===== src/rtl/ifu_fetch_if.sv =====
// Instruction-memory channel between the fetch unit (master) and imem (slave):
// a valid/ready request carrying the fetch address and a one-beat response.
interface ifu_fetch_if;
  localparam int unsigned XLEN = 32;

  logic            req_valid;
  logic            req_ready;
  logic [XLEN-1:0] req_addr;
  logic            rsp_valid;
  logic [XLEN-1:0] rsp_data;

  modport master (
    output req_valid,
    output req_addr,
    input  req_ready,
    input  rsp_valid,
    input  rsp_data
  );

  modport slave (
    input  req_valid,
    input  req_addr,
    output req_ready,
    output rsp_valid,
    output rsp_data
  );
endinterface


===== src/rtl/ifu_fetch.sv =====
// Instruction fetch unit: owns the PC, keeps at most one imem request in flight,
// presents fetched words to IF/ID and squashes fetches made stale by EX redirects.
module ifu_fetch #(
  parameter logic [31:0] RESET_PC = 32'h8000_0000,
  parameter logic [31:0] INST_NOP = 32'h0000_0013
) (
  input  logic        clk,
  input  logic        rst_n,
  ifu_fetch_if.master imem,
  input  logic        redirect_valid,
  input  logic [31:0] redirect_pc,
  input  logic        id_ready,
  output logic        inst_valid_o,
  output logic [31:0] inst_addr_o,
  output logic [31:0] inst_o
);
  localparam int unsigned XLEN = 32;

  typedef enum logic [1:0] {
    REQ  = 2'd0,
    WAIT = 2'd1,
    OUT  = 2'd2,
    KILL = 2'd3
  } state_t;

  state_t          state;
  logic [XLEN-1:0] pc;
  logic            req_valid;
  logic [XLEN-1:0] redirect_tgt;
  logic [XLEN-1:0] pc_seq;
  logic            req_fire;
  logic            unused_redirect_lsb;

  // Instructions are word aligned, so the low target bits are dropped.
  assign redirect_tgt        = {redirect_pc[XLEN-1:2], 2'b00};
  assign unused_redirect_lsb = ^redirect_pc[1:0];
  assign pc_seq              = pc + XLEN'(4);
  assign req_fire            = req_valid & imem.req_ready;

  assign imem.req_valid = req_valid;
  assign imem.req_addr  = pc;

  // req_valid is a flop that resets low, so the first REQ cycle after reset only raises it.
  always_ff @(posedge clk or negedge rst_n) begin
    if (!rst_n) begin
      state        <= REQ;
      pc           <= RESET_PC;
      req_valid    <= 1'b0;
      inst_valid_o <= 1'b0;
      inst_addr_o  <= '0;
      inst_o       <= INST_NOP;
    end else begin
      case (state)
        REQ: begin
          req_valid <= 1'b1;
          if (redirect_valid) pc <= redirect_tgt;
          // A redirect racing the handshake leaves the old fetch in flight; KILL eats its response.
          if (req_fire) begin
            req_valid <= 1'b0;
            state     <= redirect_valid ? KILL : WAIT;
          end
        end

        WAIT: begin
          if (redirect_valid) begin
            pc    <= redirect_tgt;
            state <= KILL;
          end else if (imem.rsp_valid) begin
            inst_o       <= imem.rsp_data;
            inst_addr_o  <= pc;
            inst_valid_o <= 1'b1;
            state        <= OUT;
          end
        end

        OUT: begin
          if (redirect_valid) begin
            inst_valid_o <= 1'b0;
            inst_o       <= INST_NOP;
            pc           <= redirect_tgt;
            req_valid    <= 1'b1;
            state        <= REQ;
          end else if (id_ready) begin
            inst_valid_o <= 1'b0;
            inst_o       <= INST_NOP;
            pc           <= pc_seq;
            req_valid    <= 1'b1;
            state        <= REQ;
          end
        end

        KILL: begin
          if (redirect_valid) pc <= redirect_tgt;
          if (imem.rsp_valid) begin
            req_valid <= 1'b1;
            state     <= REQ;
          end
        end

        default: begin
          req_valid <= 1'b0;
          state     <= REQ;
        end
      endcase
    end
  end
endmodule


===== src/flat_wrapper.sv =====
// flat-port wrapper written by rule: the top's interface ports become plain ports
module ifu_fetch_flat 
#(
  parameter logic [31:0] RESET_PC = 32'h8000_0000,
  parameter logic [31:0] INST_NOP = 32'h0000_0013
)
  (clk, rst_n, redirect_valid, redirect_pc, id_ready, inst_valid_o, inst_addr_o, inst_o, imem_req_valid, imem_req_addr, imem_req_ready, imem_rsp_valid, imem_rsp_data);
  ifu_fetch_if imem_i ();
  input  logic clk;
  input  logic rst_n;
  input  logic redirect_valid;
  input  logic [31:0] redirect_pc;
  input  logic id_ready;
  output logic inst_valid_o;
  output logic [31:0] inst_addr_o;
  output logic [31:0] inst_o;
  output wire logic [$bits(imem_i.req_valid)-1:0] imem_req_valid;
  output wire logic [$bits(imem_i.req_addr)-1:0] imem_req_addr;
  input wire logic [$bits(imem_i.req_ready)-1:0] imem_req_ready;
  input wire logic [$bits(imem_i.rsp_valid)-1:0] imem_rsp_valid;
  input wire logic [$bits(imem_i.rsp_data)-1:0] imem_rsp_data;
  assign imem_req_valid = imem_i.req_valid;
  assign imem_req_addr = imem_i.req_addr;
  assign imem_i.req_ready = imem_req_ready;
  assign imem_i.rsp_valid = imem_rsp_valid;
  assign imem_i.rsp_data = imem_rsp_data;
  ifu_fetch #(.RESET_PC(RESET_PC), .INST_NOP(INST_NOP)) u_core (.clk(clk), .rst_n(rst_n), .imem(imem_i), .redirect_valid(redirect_valid), .redirect_pc(redirect_pc), .id_ready(id_ready), .inst_valid_o(inst_valid_o), .inst_addr_o(inst_addr_o), .inst_o(inst_o));
endmodule

===== config.mk =====
export PLATFORM = sky130hd
export DESIGN_NAME = ifu_fetch_flat
export DESIGN_NICKNAME = d
export VERILOG_FILES = /design/src/rtl/ifu_fetch_if.sv /design/src/rtl/ifu_fetch.sv /design/src/flat_wrapper.sv
export SDC_FILE = /design/constraint.sdc
export NUM_CORES = 1
export LEC_CHECK = 0
export BUFFER_PORTS_ARGS = -buffer_cell sky130_fd_sc_hd__buf_4
export CORE_ASPECT_RATIO = 1.4
export CORE_MARGIN = 4
export CORE_UTILIZATION = 53
export DETAILED_ROUTE_END_ITERATION = 8
export GPL_TIMING_DRIVEN = 0
export PLACE_DENSITY = 0.83
export SLEW_MARGIN = 15
export SYNTH_ARGS = -nofsm -noshare
export SYNTH_HDL_FRONTEND = slang
export SYNTH_SLANG_ARGS = --single-unit
export TNS_END_PERCENT = 20

===== constraint.sdc =====
create_clock -name clk -period 6.3 [get_ports clk]
set_clock_uncertainty 0.2 [all_clocks]
set_input_delay 0.315 -clock clk [delete_from_list [all_inputs] [get_ports clk]]
set_output_delay 0.315 -clock clk [all_outputs]
set_load 0.05 [all_outputs]

==> results.yml <==
outcome:
  outcome: "completed"
run:
  maxCapViolCount: 0
global_route:
  grt_max_degree: 97
  grt_antenna_before_repair: 0
  track_usage: 0.290
  grt_pass1_wl_um: 22700
  overflow: 0
  grt_pass1_vias: 4419
routing:
  first_pass_iters: 5
  wl_um: 14100
  drc: 0
  post_drt_wl_per_cell_um: 18.9
  initialDrtViolationCount: 363
  vias_per_cell: 5.83
  ant_nets: 0
  num_vias: 4347
critical_path:
  reg2reg_depth: 7
  end_kind: "flop"
  r2r_slack_ns: 3.92
  cp.required_ns: 6.38
  path_delay_family: "buffers and inverters"
  critPathArrivalTime_ns: 2.46
  worstSetupPathDepth: 7
  path_class: "flop to flop"
  cp_max_fo: 10
  path_buf_inv: 3
  path_cells: "clkbuf_1, nand2_1, nor3_1, buf_2, buf_1, nand2_1, nand2_1"
  rr_endpoint: "u_core.inst_addr_o[26]$_DFFE_PN0P_"
  cp_slowest_cell: "buf_1"
  crit_path_start_kind: "flop"
  critPathMostFrequentCell: "nand2_1"
  r2r-start: "u_core.state[0]$_DFFE_PN0P_"
  cp_slowest_stage_delay_ns: 0.44
clock_tree:
  insertion_delay_ns: 0.35
  cts.reportedPaths.clkPinSlew_ns: 0.06
  cts_tree: "done"
  cts_buffers: 9
  clock_path_buffers: 2
  post_cts_resize_count: 0
  htreeDepth: 3
  root_buffer: "clkbuf_16"
  clkSinkCount: 96
  ctsHoldBuffers: 9
  cts_setup_buffers: 0
floorplanning:
  dieArea_um2: 9960
  start_util: 0.544
  chipHeight_um: 117
  rows: 39
  die_w_um: 85.5
  core_um2: 8200
  ioPinCount: 168
finish:
  layout-drive-gt1-share: 0.323
  antenna_cells: 0
  area_growth_pct: 39.4
  nNetsFinal: 710
  final_util: 0.758
  fillerInstances: 568
power:
  p_leak_nw: 3.04
  power_mw: 2.95
  powerDensity_nw_per_um2: 475
  ir_drop_v: 0.000304
timing:
  rsz0062_at_grt: "no"
  period_needed_ns: 2.38
  finalSetupViolations: 0
  hold_ws_ns: 0.00215
  finalSetupTns_ns: 0
  post-route-period-util: 0.378
  slew_viol_final: 0
  worstMarginPinSlew_ns: 0.889
  hold_violations: 0
  fmax_ghz: 0.419
  relSlewSlack: 0.406
logic_synthesis:
  synth_top_flop_cell: "dfrtp_1"
  synth_enable_flop_cells: 0
  synthCells: 454
  ys_ff_latch: 96
  synth.cell_area_um2: 4460
  async_reset_ff_frac: 1.00
  synth-seq-area-share: 0.540
  yosys_warnings: 0
  avgSynthCellArea_um2: 9.82
  yosysUniqueCellTypes: 58
placement:
  io_buffers: 161
  gp_routability_congestion: 0.892
  dpl.hpwl_um: 10200
min_path:
  hold_path_startpoint: "imem_rsp_data[12]"
  hold_end: "u_core.inst_o[12]$_DFFE_PN0P_"
  whs_path_depth: 2
  holdCritPathClass: "primary input to flop"
cell type report:
cell class | count | area, um^2 | area share
Sequential cell | 96 | 2410 | 0.387
Clock buffer | 10 | 239 | 0.0384
Multi-Input combinational cell | 323 | 1860 | 0.299
Tap cell | 102 | 128 | 0.0205
Timing Repair Buffer | 171 | 1310 | 0.211
Clock inverter | 6 | 67.6 | 0.0109
Buffer | 30 | 171 | 0.0276
Inverter | 8 | 30.0 | 0.00483
per-layer routing:
layer,GRT usage,wire [um]
met5,0,0
met2,0.499,7140
met3,0.0515,1280
met4,0.120,312
met1,0.362,5390
kinds of logic after synthesis:
logic type,after synthesis,synth area share
simple gates,210,0.235
compound gates,103,0.166
flops,96,0.540
buf+inv,38,0.0452
xor+xnor,5,0.00982
fa+ha+maj,1,0.00281
other cells,1,0.000841
state kept, by name (all words and copies together), names as in the netlist:
name	count
u_core.state	2
u_core.inst_valid_o	1
u_core.inst_addr_o	30
u_core.inst_o	32
u_core.imem.req_addr	30
u_core.imem.req_valid	1
through the flow:
stage | instances | setup WS, ns | area, um^2
6_report | 746 | 3.92 | 6220
5_1_grt | 746 | 3.72 | 6220
4_1_cts | 745 | 3.90 | 6200
3_5_place_dp | 720 | 3.93 | 5810
3_3_place_gp | 720 | 4.01 | 5810
2_1_floorplan | 457 | 3.79 | 4470
worst max path at each step:
stage / start / endpoint / slack (ns)
after floorplan: u_core.imem.req_addr[2]$_DFFE_PN0P_ / u_core.imem.req_addr[24]$_DFFE_PN0P_ / 3.79
after detailed placement: u_core.state[0]$_DFFE_PN0P_ / u_core.inst_addr_o[6]$_DFFE_PN0P_ / 3.93
final: u_core.state[0]$_DFFE_PN0P_ / u_core.inst_addr_o[26]$_DFFE_PN0P_ / 3.92
after global placement: u_core.imem.req_addr[2]$_DFFE_PN0P_ / u_core.imem.req_addr[24]$_DFFE_PN0P_ / 4.01
after CTS: u_core.state[0]$_DFFE_PN0P_ / u_core.inst_addr_o[6]$_DFFE_PN0P_ / 3.90
after global routing: u_core.state[0]$_DFFE_PN0P_ / u_core.inst_addr_o[6]$_DFFE_PN0P_ / 3.72
synthesized netlist by cell type (5+ instances only):
library cell  number  area [um^2]
nand3_1           14         70.1
a31oi_1           12         75.1
nor2_1            27          101
or3_1              6         37.5
a22o_1            29          254
nand4_1            9         56.3
o21ai_0           20          100
clkbuf_1          15         56.3
and4_1             5         43.8
dfrtp_1           92         2300
nor3_1             6         30.0
o31ai_1            6         45.0
inv_1              7         26.3
nand2_1          106          398
a21oi_1           12         60.1
or4_1              7         52.6
cells in the final DEF (no fill, tap or decap), drive strengths merged, types with 6 or more instances in the layout:
cell type | netlist | layout
nor2 | 27 | 27
a22o | 29 | 29
or4 | 9 | 9
dlygate4sd3 | 0 | 10
nand3 | 15 | 15
or3 | 7 | 7
buf | 11 | 172
and4 | 6 | 6
o31ai | 6 | 6
nor3 | 6 | 6
a31oi | 12 | 12
nand4 | 12 | 12
nand2 | 106 | 106
a21oi | 12 | 12
o21ai | 20 | 20
and3 | 6 | 6
clkbuf | 19 | 29
dfrtp | 92 | 92
inv | 7 | 8
where the power goes:
| part | leakage [nW] | internal, mW | switching [mW] | total (mW) |
|---|---|---|---|---|
| combinational | 1.70 | 0.423 | 1.01 | 1.44 |
| sequential | 1.20 | 0.809 | 0.149 | 0.958 |
| clock | 0.145 | 0.320 | 0.236 | 0.556 |
| total | 3.04 | 1.55 | 1.40 | 2.95 |
Power figures use the tool's default switching activity.
